[config.mk]
export PLATFORM = sky130hd
export DESIGN_NAME = pes_siso_ctrl
export DESIGN_NICKNAME = d
export VERILOG_FILES = /design/src/rtl/pes_siso_ctrl.sv
export SDC_FILE = /design/constraint.sdc
export NUM_CORES = 1
export LEC_CHECK = 0
export BUFFER_PORTS_ARGS = -buffer_cell sky130_fd_sc_hd__buf_2
export CORE_UTILIZATION = 45
export CTS_BUF_LIST = sky130_fd_sc_hd__clkbuf_2 sky130_fd_sc_hd__clkbuf_4 sky130_fd_sc_hd__clkbuf_8
export CTS_CLUSTER_SIZE = 8
export DETAILED_ROUTE_END_ITERATION = 16
export PLACE_DENSITY = 0.77
export RECOVER_POWER = 25
export SYNTH_ARGS = -nofsm -noshare
export SYNTH_HDL_FRONTEND = slang
export SYNTH_SLANG_ARGS = --single-unit
[constraint.sdc]
create_clock -name clk -period 2.7 [get_ports clk]
set_input_delay 0 -clock clk [delete_from_list [all_inputs] [get_ports clk]]
set_output_delay 0 -clock clk [all_outputs]
set_load 0.02 [all_outputs]
[src/rtl/pes_siso_ctrl.sv]
// Loopback frame controller for a pes_siso shift register: serialises a word into the register,
// recaptures it DEPTH cycles later and reports match and mismatch count.
// Optional even-parity bit enabled by defining PES_SISO_CTRL_PARITY_EN.
module pes_siso_ctrl #(
  parameter int unsigned WIDTH     = 8,
  parameter int unsigned DEPTH     = 4,
  parameter int unsigned MSB_FIRST = 1
) (
  input  logic             clk,
  input  logic             reset,
  input  logic [WIDTH-1:0] tx_data,
  input  logic             tx_valid,
  output logic             tx_ready,
  output logic             sr_serial_in,
  input  logic             sr_serial_out,
  output logic             busy,
  output logic [WIDTH-1:0] rx_data,
  output logic             rx_valid,
  output logic             rx_match,
  output logic             rx_parity_err,
  output logic [7:0]       mismatch_cnt
);

`ifdef PES_SISO_CTRL_PARITY_EN
  localparam int unsigned ParBits = 1;
`else
  localparam int unsigned ParBits = 0;
`endif
  localparam int unsigned N  = WIDTH + ParBits;
  localparam int unsigned CW = $clog2(N + DEPTH);
  localparam logic [CW-1:0] LastCyc = CW'(N + DEPTH - 1);

  typedef enum logic [1:0] {StIdle, StShift, StDone} state_e;

  state_e           state_q, state_d;
  logic [CW-1:0]    cyc_q, cyc_d;
  logic [WIDTH-1:0] shadow_q, shadow_d;
  logic [WIDTH-1:0] cap_q, cap_d;
  logic [WIDTH-1:0] rx_data_q, rx_data_d;
  logic             rx_match_q, rx_match_d;
  logic [7:0]       cnt_q, cnt_d;
  logic [WIDTH-1:0] tx_ord;
`ifdef PES_SISO_CTRL_PARITY_EN
  logic             cap_par_q, cap_par_d;
  logic             perr_q, perr_d;
`endif

  always_comb begin
    state_d      = state_q;
    cyc_d        = cyc_q;
    shadow_d     = shadow_q;
    cap_d        = cap_q;
    rx_data_d    = rx_data_q;
    rx_match_d   = rx_match_q;
    cnt_d        = cnt_q;
    tx_ready     = 1'b0;
    sr_serial_in = 1'b0;
`ifdef PES_SISO_CTRL_PARITY_EN
    cap_par_d    = cap_par_q;
    perr_d       = perr_q;
`endif

    // tx_ord[k] is the data bit launched in SHIFT cycle k
    for (int unsigned i = 0; i < WIDTH; i++) begin
      tx_ord[i] = shadow_q[(MSB_FIRST != 0) ? (WIDTH - 1 - i) : i];
    end

    unique case (state_q)
      StIdle: begin
        tx_ready = ~reset;
        if (tx_valid && !reset) begin
          shadow_d = tx_data;
          cyc_d    = '0;
          state_d  = StShift;
        end
      end

      StShift: begin
        for (int unsigned i = 0; i < WIDTH; i++) begin
          if (cyc_q == CW'(i)) sr_serial_in = tx_ord[i];
        end
`ifdef PES_SISO_CTRL_PARITY_EN
        if (cyc_q == CW'(WIDTH)) sr_serial_in = ^shadow_q;
`endif
        // Bit launched in cycle k emerges from the register in cycle k+DEPTH
        for (int unsigned i = 0; i < WIDTH; i++) begin
          if (cyc_q == CW'(i + DEPTH)) begin
            cap_d[(MSB_FIRST != 0) ? (WIDTH - 1 - i) : i] = sr_serial_out;
          end
        end
`ifdef PES_SISO_CTRL_PARITY_EN
        if (cyc_q == CW'(WIDTH + DEPTH)) cap_par_d = sr_serial_out;
`endif
        cyc_d = cyc_q + 1'b1;
        if (cyc_q == LastCyc) begin
          state_d   = StDone;
          rx_data_d = cap_d;
`ifdef PES_SISO_CTRL_PARITY_EN
          perr_d     = cap_par_d ^ (^cap_d);
          rx_match_d = (cap_d == shadow_q) && !perr_d;
`else
          rx_match_d = (cap_d == shadow_q);
`endif
          if (!rx_match_d && (cnt_q != 8'hFF)) cnt_d = cnt_q + 8'd1;
        end
      end

      StDone: begin
        state_d = StIdle;
      end

      default: begin
        state_d = StIdle;
      end
    endcase
  end

  always_ff @(posedge clk) begin
    if (reset) begin
      state_q    <= StIdle;
      cyc_q      <= '0;
      shadow_q   <= '0;
      cap_q      <= '0;
      rx_data_q  <= '0;
      rx_match_q <= 1'b0;
      cnt_q      <= 8'd0;
`ifdef PES_SISO_CTRL_PARITY_EN
      cap_par_q  <= 1'b0;
      perr_q     <= 1'b0;
`endif
    end else begin
      state_q    <= state_d;
      cyc_q      <= cyc_d;
      shadow_q   <= shadow_d;
      cap_q      <= cap_d;
      rx_data_q  <= rx_data_d;
      rx_match_q <= rx_match_d;
      cnt_q      <= cnt_d;
`ifdef PES_SISO_CTRL_PARITY_EN
      cap_par_q  <= cap_par_d;
      perr_q     <= perr_d;
`endif
    end
  end

  assign busy         = (state_q != StIdle);
  assign rx_valid     = (state_q == StDone);
  assign rx_data      = rx_data_q;
  assign rx_match     = rx_match_q;
  assign mismatch_cnt = cnt_q;
`ifdef PES_SISO_CTRL_PARITY_EN
  assign rx_parity_err = perr_q;
`else
  assign rx_parity_err = 1'b0;
`endif

endmodule

==> impl_summary.txt, run 1 <==
----------------------------------------------------
[GRT]
  Global-route wire length before repair ... 8.39 mm
  Global routing usage on met1 ... 0.282
  Antenna violations before repair ... 0
  Via count of the first global-routing pass ... 1867
  GR Overflow Total ... 0
  Global Route Usage Sum ... 0.210
  Met3 layer usage reported by global route ... 0.0394
  GRT Max-Usage Layer ... met2
  Met2 Use GR ... 0.329
  Largest net degree at the start of global routing ... 48

[Detailed routing]
  DRC violations left ... 0
  DR iter-0 viols ... 86
  Via count ... 1959
  Routed length per placed instance ... 13.5 um
  Detailed-route vias per instance ... 5.44
  1st-pass router iterations ... 4
  Aggregate routed wire length ... 4.87 mm
  Routed Antenna Nets ... 0

[Clocking]
  Worst-path clk slew ... 0.08 ns
  Num Clock Sinks ... 39
  H-tree levels ... 2
  Clock tree buffer depth ... 2
  Clk Latency, worst-skew pair ... 0.30 ns
  TritonCTS Buffers ... 5
  Clock tree root buffer cell ... sky130_fd_sc_hd__clkbuf_8
  TritonCTS clock tree ... built

[STA]
  Time the worst path needs with I/O delays and setup ... 2.58 ns
  Finish-stage setup viols ... 0
  Worst slew margin relative to its limit ... 0.617
  Least-Margin Pin Slew ... 0.572 ns
  Share of the clock period used by the worst path ... 0.956
  Final Hold Fails ... 0
  Number of max-slew violations in the final report ... 0
  Setup skew after layout ... 0.00953 ns
  Setup TNS ... 0 ns
  Setup repair after global routing missed its margin ... false
  Upper clock frequency limit ... 388 MHz

[Floorplan]
  Starting Density ... 0.483
  Die Area ... 5120 um2
  I/O Pins ... 34
  Core area ... 4500 um2
  Row count ... 24
  Die height ... 71.5 um
  Horizontal die dimension ... 71.5 um

[Place]
  Number of cells after detailed placement ... 344
  Final weighted congestion in routability-driven placement ... 0.927
  Total half-perimeter wirelength after legalization and detailed placement ... 3.37 mm
  Number of port buffers ... 32

[Synth]
  Netlist area before placement ... 2180 um2
  Synth Net Count ... 285
  Number of synthesized register bits ... 39
  Synth warn ... 0
  Seq/Total Area, Yosys ... 0.359
  Distinct cell type count of the synthesized netlist ... 41
  Average size of a mapped cell ... 8.18 um2
  Async set or reset register ratio after synthesis ... 0
  Main flop type after synthesis ... sky130_fd_sc_hd__dfxtp_1
  Synthesized instance count ... 266
  Number of enable-type register cells in the synthesized netlist ... 0

[Run status]
  Outcome ... finished clean

[Power]
  Sw Ratio ... 0.259
  Internal power ... 875 uW
  Switching pwr ... 306 uW
  Worst IR drop on VDD ... 0.000292 V
  Reg power frac ... 0.512
  Total power per unit cell area ... 458 nW/um2
  LEAKAGE ... 1.06 nW
  Post-layout power ... 1.18 mW
  Relative contribution of the clock network to total power ... 0.377
  Relative contribution of combinational cells to total power ... 0.111

[Cells and area]
  Most common cell after layout, fill and taps aside ... sky130_fd_sc_hd__dfxtp_1
  FF/Latch Area ... 782 um2
  Layout cell share with drive strength beyond 1 ... 0.146
  Count of filler cells inserted in the layout ... 445
  NumNets Final ... 326
  Area of combinational cells with multiple inputs ... 1320 um2
  Most used cells in the layout excluding fill and tap cells ... 38 x sky130_fd_sc_hd__dfxtp_1, 28 x sky130_fd_sc_hd__nor2_1, 25 x sky130_fd_sc_hd__nand2_1
  Final cell count without fillers ... 360
  Area added between synthesis and finish ... 18.6%
  Diodes inserted ... 0

[Worst setup path]
  Reg2reg start ... cyc_q[1]
  Timing startpoint of the critical path ... cyc_q[1]
  Kind of critical path ... flip-flop to flip-flop
  Data required time of the worst path ... 2.88 ns
  Nature of the critical path endpoint ... flip-flop
  Worst Path Max Fanout ... 8
  CP arrival ... 2.76 ns
  Startpoint Class ... flip-flop

[Worst hold path]
  Worst hold start ... sr_serial_out
  Hold/Removal Path Class ... input pin to flip-flop

[Run]
  Maxcap violations ... 0

----------------------------------------------------
## power groups by stage
stage / clock [mW] / sequential (mW) / combinational [mW]
final: 0.445 / 0.605 / 0.131
after global routing: 0.482 / 0.607 / 0.145
after CTS: 0.452 / 0.604 / 0.130
after detailed placement: 0 / 0.618 / 0.121
after global placement: 0 / 0.617 / 0.120
after floorplan: 0 / 0.611 / 0.0859
## state kept, by name (all words and copies together), names as in the netlist
| register | cells |
|---|---|
| cap_q | 8 |
| cyc_q | 4 |
| mismatch_cnt | 8 |
| rx_data | 8 |
| rx_match | 1 |
| shadow_q | 8 |
| state_q | 2 |
## synth_stat cells, types with 4 or more instances
| master | count | area share |
|---|---|---|
| sky130_fd_sc_hd__nand3_1 | 6 | 0.014 |
| sky130_fd_sc_hd__o21ai_0 | 15 | 0.035 |
| sky130_fd_sc_hd__nor2_1 | 28 | 0.048 |
| sky130_fd_sc_hd__nand3b_1 | 9 | 0.031 |
| sky130_fd_sc_hd__nand2_1 | 25 | 0.043 |
| sky130_fd_sc_hd__mux2_1 | 6 | 0.031 |
| sky130_fd_sc_hd__ha_1 | 7 | 0.040 |
| sky130_fd_sc_hd__xor2_1 | 4 | 0.016 |
| sky130_fd_sc_hd__nand2b_1 | 13 | 0.037 |
| sky130_fd_sc_hd__mux2i_1 | 11 | 0.051 |
| sky130_fd_sc_hd__a211oi_1 | 7 | 0.024 |
| sky130_fd_sc_hd__dfxtp_1 | 39 | 0.36 |
| sky130_fd_sc_hd__clkbuf_1 | 11 | 0.019 |
| sky130_fd_sc_hd__nor2b_1 | 18 | 0.052 |
| sky130_fd_sc_hd__a21oi_1 | 24 | 0.055 |
| sky130_fd_sc_hd__nand4_1 | 10 | 0.029 |
## worst paths after layout
path / to / slack (ns) / cells after the start
worst max-delay path: mismatch_cnt[2] / 0.12 / 9
worst min-delay path: cap_q[5] / 0.14 / 3
worst max register to register: mismatch_cnt[2] / 0.12 / 9
worst min register to register: rx_match / 0.47 / 2
## worst max-delay path, stage by stage, from the launching register on
cell and delay, ns:
sky130_fd_sc_hd__dfxtp_1 0.41, sky130_fd_sc_hd__inv_1 0.11, sky130_fd_sc_hd__ha_1 0.25, sky130_fd_sc_hd__nand3b_1 0.19
sky130_fd_sc_hd__nor3b_1 0.08, sky130_fd_sc_hd__or4_4 0.55, sky130_fd_sc_hd__nor4_4 0.26, sky130_fd_sc_hd__buf_4 0.20
sky130_fd_sc_hd__a21oi_1 0.09, sky130_fd_sc_hd__mux2_1 0.32
## cell families (layout without fill, tap and decap cells)
| kind of cell | Yosys count | after routing | share of synthesized area |
|---|---|---|---|
| AOI/OAI and AO/OA | 56 | 56 | 0.153 |
| xor gates and xnor gates | 4 | 4 | 0.0161 |
| adders and majority gates | 7 | 7 | 0.0403 |
| buffers and inverters | 19 | 61 | 0.0362 |
| DFF | 39 | 39 | 0.359 |
| muxes | 18 | 18 | 0.0886 |
| other | 1 | 1 | 0.00172 |
| and+or+nand+nor | 122 | 122 | 0.305 |
## through the flow
stage,hold WS [ns],setup WS [ns],area [um2],util
6_report,0.143,0.120,2580,0.573
5_1_grt,0.153,0.00307,2580,0.573
4_1_cts,0.137,0.121,2600,0.576
3_5_place_dp,0.200,0.148,2410,0.536
3_3_place_gp,0.192,0.241,2410,0.536
2_1_floorplan,0.0844,0.260,2180,-
## cell type report
| class | instances | share of cell area |
|---|---|---|
| Clock buffer | 7 | 0.0373 |
| Clock inverter | 1 | 0.00291 |
| Inverter | 2 | 0.00291 |
| Multi-Input combinational cell | 208 | 0.510 |
| Sequential cell | 39 | 0.303 |
| Tap cell | 52 | 0.0252 |
| Timing Repair Buffer | 51 | 0.119 |
## metal layers
| layer | vias up | share of wire |
|---|---|---|
| met2 | 56 | 0.44 |
| met5 | - | 0 |
| met1 | 886 | 0.49 |
| met3 | 11 | 0.046 |
| met4 | 0 | 0.025 |
| li1 | 1006 | - |
## what timing repair did
item | CTS | global route
gates resized for setup | 0 | 1
hold endpoints to repair | 8 | 0
hold buffers | 8 | 0
setup buffers | 0 | 0
endpoints found under the setup margin | 0 | 6
(Power assumes the default switching activity.)
==> run 2, diff against run 1 <==
Settings changed: CELL_PAD_IN_SITES_DETAIL_PLACEMENT from default to 0, CELL_PAD_IN_SITES_GLOBAL_PLACEMENT from default to 1, CORE_MARGIN from default to 3, CORE_UTILIZATION 45 to 43, CTS_CLUSTER_DIAMETER from default to 150, PLACE_DENSITY 0.77 to 0.92.
==> impl_summary.txt, run 2 (synthesis results as in run 1) <==
----------------------------------------------------
[Worst setup path]
  Reg2reg start ... cyc_q[1] (unchanged)
  Worst path max stage delay ... 0.55 ns (about the same)
  Data required time of the worst path ... 2.87 ns (was 2.88 ns)
  Endpoint of the most critical register-to-register path ... mismatch_cnt[2] (unchanged)
  Critical-path cell list ... inv_1 -> ha_1 -> nand3b_1 -> nor3b_1 -> or4_4 -> nor4_4 -> buf_4 -> a21oi_1 -> mux2_1 (unchanged)
  Startpoint Class ... flip-flop (unchanged)
  Worst Reg2Reg Path Length in Cells ... 9 (unchanged)
  Nature of the critical path endpoint ... flip-flop (unchanged)
  Critical path buffers and inverters ... 2 (unchanged)
  FF-to-FF setup slack ... 0.19 ns (was 0.12 ns)
  Cell with the largest stage delay on the worst path ... sky130_fd_sc_hd__or4_4 (unchanged)
  Kind of critical path ... flip-flop to flip-flop (unchanged)
  CP arrival ... 2.68 ns (was 2.76 ns)
  CP top delay family ... simple AND/OR/NAND/NOR gates (unchanged)
  Worst Path Max Fanout ... 8 (unchanged)

[Cells and area]
  NumNets Final ... 326 (unchanged)
  Count of filler cells inserted in the layout ... 498 (was 445)
  Most common cell after layout, fill and taps aside ... sky130_fd_sc_hd__dfxtp_1 (unchanged)
  Area of combinational cells with multiple inputs ... 1320 um2 (unchanged)
  Most used cells in the layout excluding fill and tap cells ... 38 x sky130_fd_sc_hd__dfxtp_1, 28 x sky130_fd_sc_hd__nor2_1, 25 x sky130_fd_sc_hd__nand2_1 (unchanged)
  Diodes inserted ... 0 (unchanged)
  Area added between synthesis and finish ... 18.1% (was 18.6%)
  FF/Latch Area ... 782 um2 (unchanged)
  Layout cell share with drive strength beyond 1 ... 0.134 (was 0.146)

[Place]
  Total half-perimeter wirelength after legalization and detailed placement ... 3.35 mm (was 3.37 mm)
  Final weighted congestion in routability-driven placement ... 0.859 (was 0.927)
  Number of port buffers ... 32 (unchanged)

[Worst hold path]
  Worst Hold End ... cap_q[7] (was cap_q[5])
  Worst hold start ... sr_serial_out (unchanged)
  Hold/Removal Path Class ... input pin to flip-flop (unchanged)
  Worst hold path stage count ... 3 (unchanged)

[STA]
  Final Hold Fails ... 0 (unchanged)
  Setup skew after layout ... 0.00240 ns (was 0.00953 ns)
  Number of max-slew violations in the final report ... 0 (unchanged)
  Finish-stage setup viols ... 0 (unchanged)
  Setup repair after global routing missed its margin ... false (unchanged)
  Setup TNS ... 0 ns (unchanged)
  Least-Margin Pin Slew ... 0.539 ns (was 0.572 ns)
  Worst slew margin relative to its limit ... 0.639 (was 0.617)
  Share of the clock period used by the worst path ... 0.931 (was 0.956)
  Upper clock frequency limit ... 398 MHz (was 388 MHz)
  Time the worst path needs with I/O delays and setup ... 2.51 ns (was 2.58 ns)

[Detailed routing]
  Routed Antenna Nets ... 0 (unchanged)
  DR iter-0 viols ... 228 (was 86)
  Detailed-route vias per instance ... 5.17 (was 5.44)
  Aggregate routed wire length ... 4.82 mm (was 4.87 mm)
  1st-pass router iterations ... 4 (unchanged)
  Via count ... 1930 (was 1959)
  DRC violations left ... 0 (unchanged)
  Routed length per placed instance ... 12.9 um (was 13.5 um)

[GRT]
  Via count of the first global-routing pass ... 1769 (was 1867)
  Antenna violations before repair ... 0 (unchanged)
  Largest net degree at the start of global routing ... 48 (unchanged)
  Global-route wire length before repair ... 8.28 mm (was 8.39 mm)
  Global Route Usage Sum ... 0.171 (was 0.210)
  GR Overflow Total ... 0 (unchanged)

[Floorplan]
  I/O Pins ... 34 (unchanged)
  Die height ... 77.1 um (was 71.5 um)
  Row count ... 25 (was 24)
  Horizontal die dimension ... 77.1 um (was 71.5 um)
  Starting Density ... 0.452 (was 0.483)
  Core area ... 4820 um2 (was 4500 um2)
  Die Area ... 5950 um2 (was 5120 um2)

[Power]
  Total power per unit cell area ... 428 nW/um2 (was 458 nW/um2)
  Post-layout power ... 1.10 mW (was 1.18 mW)
  Worst IR drop on VDD ... 0.000325 V (was 0.000292 V)
  LEAKAGE ... 1.04 nW (was 1.06 nW)

[Clocking]
  Worst-path clk slew ... 0.07 ns (was 0.08 ns)
  H-tree levels ... 2 (unchanged)
  Clk Latency, worst-skew pair ... 0.28 ns (was 0.30 ns)
  Clock tree buffer depth ... 2 (unchanged)
  Num Clock Sinks ... 39 (unchanged)
  TritonCTS clock tree ... built (unchanged)
  Clock tree root buffer cell ... sky130_fd_sc_hd__clkbuf_8 (unchanged)
  TritonCTS Buffers ... 5 (unchanged)

[Run status]
  Outcome ... finished clean (unchanged)

[Run]
  Maxcap violations ... 0 (unchanged)

----------------------------------------------------
-- run 2: layer usage --
| metal | global-route usage | wire, um | vias up | part of all wire |
|---|---|---|---|---|
| li1 | - | - | 1003 | - |
| met1 | 0.245 | 2510 | 873 | 0.52 |
| met2 | 0.256 | 2040 | 48 | 0.42 |
| met3 | 0.0387 | 233 | 6 | 0.048 |
| met4 | 0.0480 | 34 | 0 | 0.0071 |
| met5 | 0 | 0 | - | 0 |
-- run 2: worst register-to-register path: stages (launching register included) --
cell and delay (ns):
sky130_fd_sc_hd__dfxtp_1 0.39, sky130_fd_sc_hd__inv_1 0.11, sky130_fd_sc_hd__ha_1 0.26, sky130_fd_sc_hd__nand3b_1 0.14
sky130_fd_sc_hd__nor3b_1 0.06, sky130_fd_sc_hd__or4_4 0.55, sky130_fd_sc_hd__nor4_4 0.28, sky130_fd_sc_hd__buf_4 0.21
sky130_fd_sc_hd__a21oi_1 0.09, sky130_fd_sc_hd__mux2_1 0.32
-- run 2: timing repair --
item / 4_1_cts / 5_1_grt
hold endpoints to repair: 8 / 0
hold buffers: 8 / 0
setup endpoints to repair: 0 / 7
resized for setup: 0 / 1
buffers inserted: 0 / 0
-- run 2: metrics by stage --
stage	setup WS, ns	hold slack [ns]	instances	utilization	instance area [um2]
after floorplan	0.260	0.0844	266	-	2180
after global placement	0.229	0.195	359	0.505	2430
after detailed placement	0.208	0.199	359	0.505	2430
after CTS	0.179	0.160	373	0.537	2590
after global routing	0.0165	0.191	373	0.534	2570
final	0.186	0.175	373	0.534	2570
-- run 2: cell type report --
| cell class | count | share of cell area |
|---|---|---|
| multi-input cells | 208 | 0.512 |
| flip-flops and latches | 39 | 0.304 |
| repair buffers | 51 | 0.118 |
| well taps | 67 | 0.0326 |
| clock buffers | 6 | 0.0297 |
| inverters | 2 | 0.00292 |
-- run 2: report_power, final --
group | switching, mW | total [mW] | internal [mW]
Clock | 0.181 | 0.363 | 0.182
Sequential | 0.0185 | 0.606 | 0.587
Combinational | 0.0760 | 0.132 | 0.0560
Total | 0.275 | 1.10 | 0.825
-- run 2: worst max path at each step --
stage                        start               to  depth (start not counted)
final                     cyc_q[1]  mismatch_cnt[2]                          9
after global routing      cyc_q[1]  mismatch_cnt[3]                          9
after CTS                 cyc_q[1]  mismatch_cnt[2]                          9
after detailed placement  cyc_q[1]  mismatch_cnt[3]                          9
after global placement    cyc_q[0]  mismatch_cnt[4]                          9
after floorplan           cyc_q[0]  mismatch_cnt[3]                          7
==> run 3, diff against run 2 <==
Settings changed: CORE_UTILIZATION 43 to 42, CTS_BUF_LIST sky130_fd_sc_hd__clkbuf_2 sky130_fd_sc_hd__clkbuf_4 sky130_fd_sc_hd__clkbuf_8 to default, CTS_CLUSTER_SIZE 8 to 12, PLACE_DENSITY 0.92 to 0.9.
==> impl_summary.txt, run 3 (synthesis results as in run 1) <==
----------------------------------------------------
[Detailed routing]
  DR iter-0 viols ... 168 (was 228)
  1st-pass router iterations ... 4 (unchanged)
  Routed Antenna Nets ... 0 (unchanged)
  Detailed-route vias per instance ... 5.36 (was 5.17)
  Aggregate routed wire length ... 5.27 mm (was 4.82 mm)
  Routed length per placed instance ... 14.1 um (was 12.9 um)
  DRC violations left ... 0 (unchanged)
  Via count ... 1998 (was 1930)

[Worst setup path]
  Endpoint of the most critical register-to-register path ... mismatch_cnt[2] (unchanged)
  CP top delay family ... simple AND/OR/NAND/NOR gates (unchanged)
  Kind of critical path ... flip-flop to flip-flop (unchanged)
  Worst Reg2Reg Path Length in Cells ... 9 (unchanged)
  Worst Path Max Fanout ... 9 (was 8)
  CP arrival ... 2.67 ns (was 2.68 ns)
  Nature of the critical path endpoint ... flip-flop (unchanged)
  Startpoint Class ... flip-flop (unchanged)
  Worst path max stage delay ... 0.48 ns (was 0.55 ns)
  FF-to-FF setup slack ... 0.21 ns (was 0.19 ns)
  Critical-path cell list ... inv_1 -> ha_1 -> nor2b_1 -> o211ai_1 -> nand4_1 -> nor4_4 -> buf_4 -> a21oi_1 -> mux2_1 (was inv_1 -> ha_1 -> nand3b_1 -> nor3b_1 -> or4_4 -> nor4_4 -> buf_4 -> a21oi_1 -> mux2_1)
  Critical path buffers and inverters ... 2 (unchanged)
  Reg2reg start ... cyc_q[0] (was cyc_q[1])
  Data required time of the worst path ... 2.88 ns (was 2.87 ns)
  Cell with the largest stage delay on the worst path ... sky130_fd_sc_hd__dfxtp_1 (was sky130_fd_sc_hd__or4_4)

[Clocking]
  Num Clock Sinks ... 39 (unchanged)
  Clock tree buffer depth ... 2 (unchanged)
  Worst-path clk slew ... 0.07 ns (about the same)
  TritonCTS clock tree ... built (unchanged)
  TritonCTS Buffers ... 5 (unchanged)
  H-tree levels ... 2 (unchanged)
  Number of setup buffers added after CTS ... 0 (unchanged)
  Clock tree root buffer cell ... sky130_fd_sc_hd__clkbuf_8 (unchanged)
  Clk Latency, worst-skew pair ... 0.30 ns (was 0.28 ns)

[Power]
  Switching pwr ... 297 uW (was 275 uW)
  Total power per unit cell area ... 437 nW/um2 (was 428 nW/um2)
  Internal power ... 824 uW (was 825 uW)
  Relative contribution of combinational cells to total power ... 0.118 (was 0.120)
  Relative contribution of the clock network to total power ... 0.341 (was 0.330)
  Sw Ratio ... 0.265 (was 0.250)
  Worst IR drop on VDD ... 0.000282 V (was 0.000325 V)
  Reg power frac ... 0.541 (was 0.550)
  LEAKAGE ... 1.04 nW (about the same)

[STA]
  Finish-stage setup viols ... 0 (unchanged)
  Share of the clock period used by the worst path ... 0.921 (was 0.931)
  Final Hold Fails ... 0 (unchanged)
  Setup TNS ... 0 ns (unchanged)
  Upper clock frequency limit ... 402 MHz (was 398 MHz)
  Time the worst path needs with I/O delays and setup ... 2.49 ns (was 2.51 ns)
  Setup skew after layout ... 0.00499 ns (was 0.00240 ns)
  Setup repair after global routing missed its margin ... false (unchanged)
  Least-Margin Pin Slew ... 0.484 ns (was 0.539 ns)
  Worst slew margin relative to its limit ... 0.669 (was 0.639)
  Number of max-slew violations in the final report ... 0 (unchanged)

[Place]
  Final weighted congestion in routability-driven placement ... 0.827 (was 0.859)
  Number of port buffers ... 32 (unchanged)
  Number of cells after detailed placement ... 357 (was 359)
  Total half-perimeter wirelength after legalization and detailed placement ... 3.61 mm (was 3.35 mm)

[Worst hold path]
  Worst hold path stage count ... 3 (unchanged)
  Worst Hold End ... cap_q[5] (was cap_q[7])
  Worst hold start ... sr_serial_out (unchanged)
  Hold/Removal Path Class ... input pin to flip-flop (unchanged)

[Cells and area]
  Most used cells in the layout excluding fill and tap cells ... 38 x sky130_fd_sc_hd__dfxtp_1, 28 x sky130_fd_sc_hd__nor2_1, 25 x sky130_fd_sc_hd__nand2_1 (unchanged)
  Area added between synthesis and finish ... 17.9% (was 18.1%)
  Core utilization of the finished layout ... 0.529 (was 0.534)
  Final cell count without fillers ... 373 (unchanged)
  Diodes inserted ... 0 (unchanged)
  NumNets Final ... 324 (was 326)
  Most common cell after layout, fill and taps aside ... sky130_fd_sc_hd__dfxtp_1 (unchanged)
  Layout cell share with drive strength beyond 1 ... 0.131 (was 0.134)

[GRT]
  Largest net degree at the start of global routing ... 48 (unchanged)
  Global Route Usage Sum ... 0.182 (was 0.171)
  Antenna violations before repair ... 0 (unchanged)
  GR Overflow Total ... 0 (unchanged)
  Global-route wire length before repair ... 8.83 mm (was 8.28 mm)
  Via count of the first global-routing pass ... 1898 (was 1769)

[Run status]
  Outcome ... finished clean (unchanged)

[Floorplan]
  Row count ... 25 (unchanged)
  Die Area ... 6080 um2 (was 5950 um2)
  Starting Density ... 0.449 (was 0.452)
  Core area ... 4850 um2 (was 4820 um2)
  Die height ... 78.0 um (was 77.1 um)
  Horizontal die dimension ... 78.0 um (was 77.1 um)
  I/O Pins ... 34 (unchanged)

[Run]
  Maxcap violations ... 0 (unchanged)

----------------------------------------------------
==> run 3: timing repair <==
action,4_1_cts,5_1_grt
gates resized for setup,0,3
hold buffers,8,0
endpoints found under the hold margin,8,0
setup endpoints to repair,0,7
==> run 3: final cells by class <==
class | count | area [um2]
repair buffers | 49 | 289
clock inverters | 1 | 5.00
flip-flops and latches | 39 | 782
inverters | 2 | 7.51
well taps | 67 | 83.8
multi-input cells | 208 | 1320
clock buffers | 7 | 76.3
fillers | 480 | 2280
==> run 3: worst max-delay path by stage <==
stage | cells past startpoint | from | end
after global routing | 9 | cyc_q[0] | mismatch_cnt[4]
after global placement | 9 | cyc_q[1] | mismatch_cnt[7]
after detailed placement | 9 | cyc_q[1] | mismatch_cnt[6]
after floorplan | 7 | cyc_q[0] | mismatch_cnt[3]
after CTS | 9 | cyc_q[1] | mismatch_cnt[6]
final | 9 | cyc_q[0] | mismatch_cnt[2]
==> run 3: layer usage <==
layer  up-vias  wire length, um  GRT usage
met2        50             2290      0.267
met1       929             2660      0.254
met4         0               96     0.0892
met3         8              215     0.0336
li1       1011                -          -
met5         -                0          0
==> run 3: metrics by stage <==
stage / power, mW / worst slack [ns] / hold slack (ns) / instance area, um2
3_5_place_dp: 0.741 / 0.184 / 0.198 / 2420
2_1_floorplan: 0.697 / 0.260 / 0.0844 / 2180
5_1_grt: 1.18 / 0.0338 / 0.168 / 2570
6_report: 1.12 / 0.213 / 0.154 / 2570
3_3_place_gp: 0.739 / 0.242 / 0.193 / 2420
4_1_cts: 1.14 / 0.169 / 0.135 / 2580
==> run 3: tightest hold or removal path, delay by kind of cell <==
family | cells | cell delay, ns
AOI/OAI and AO/OA | 1 | 0.06
buffers and inverters | 1 | 0.23
and+or+nand+nor | 1 | 0.12
==> run 3: power groups by stage <==
stage               clock network, mW  logic, mW  registers, mW
floorplan                           0     0.0859          0.611
global placement                    0      0.121          0.618
detailed placement                  0      0.122          0.619
CTS                             0.402      0.131          0.605
global route                    0.422      0.147          0.607
finish                          0.382      0.133          0.606
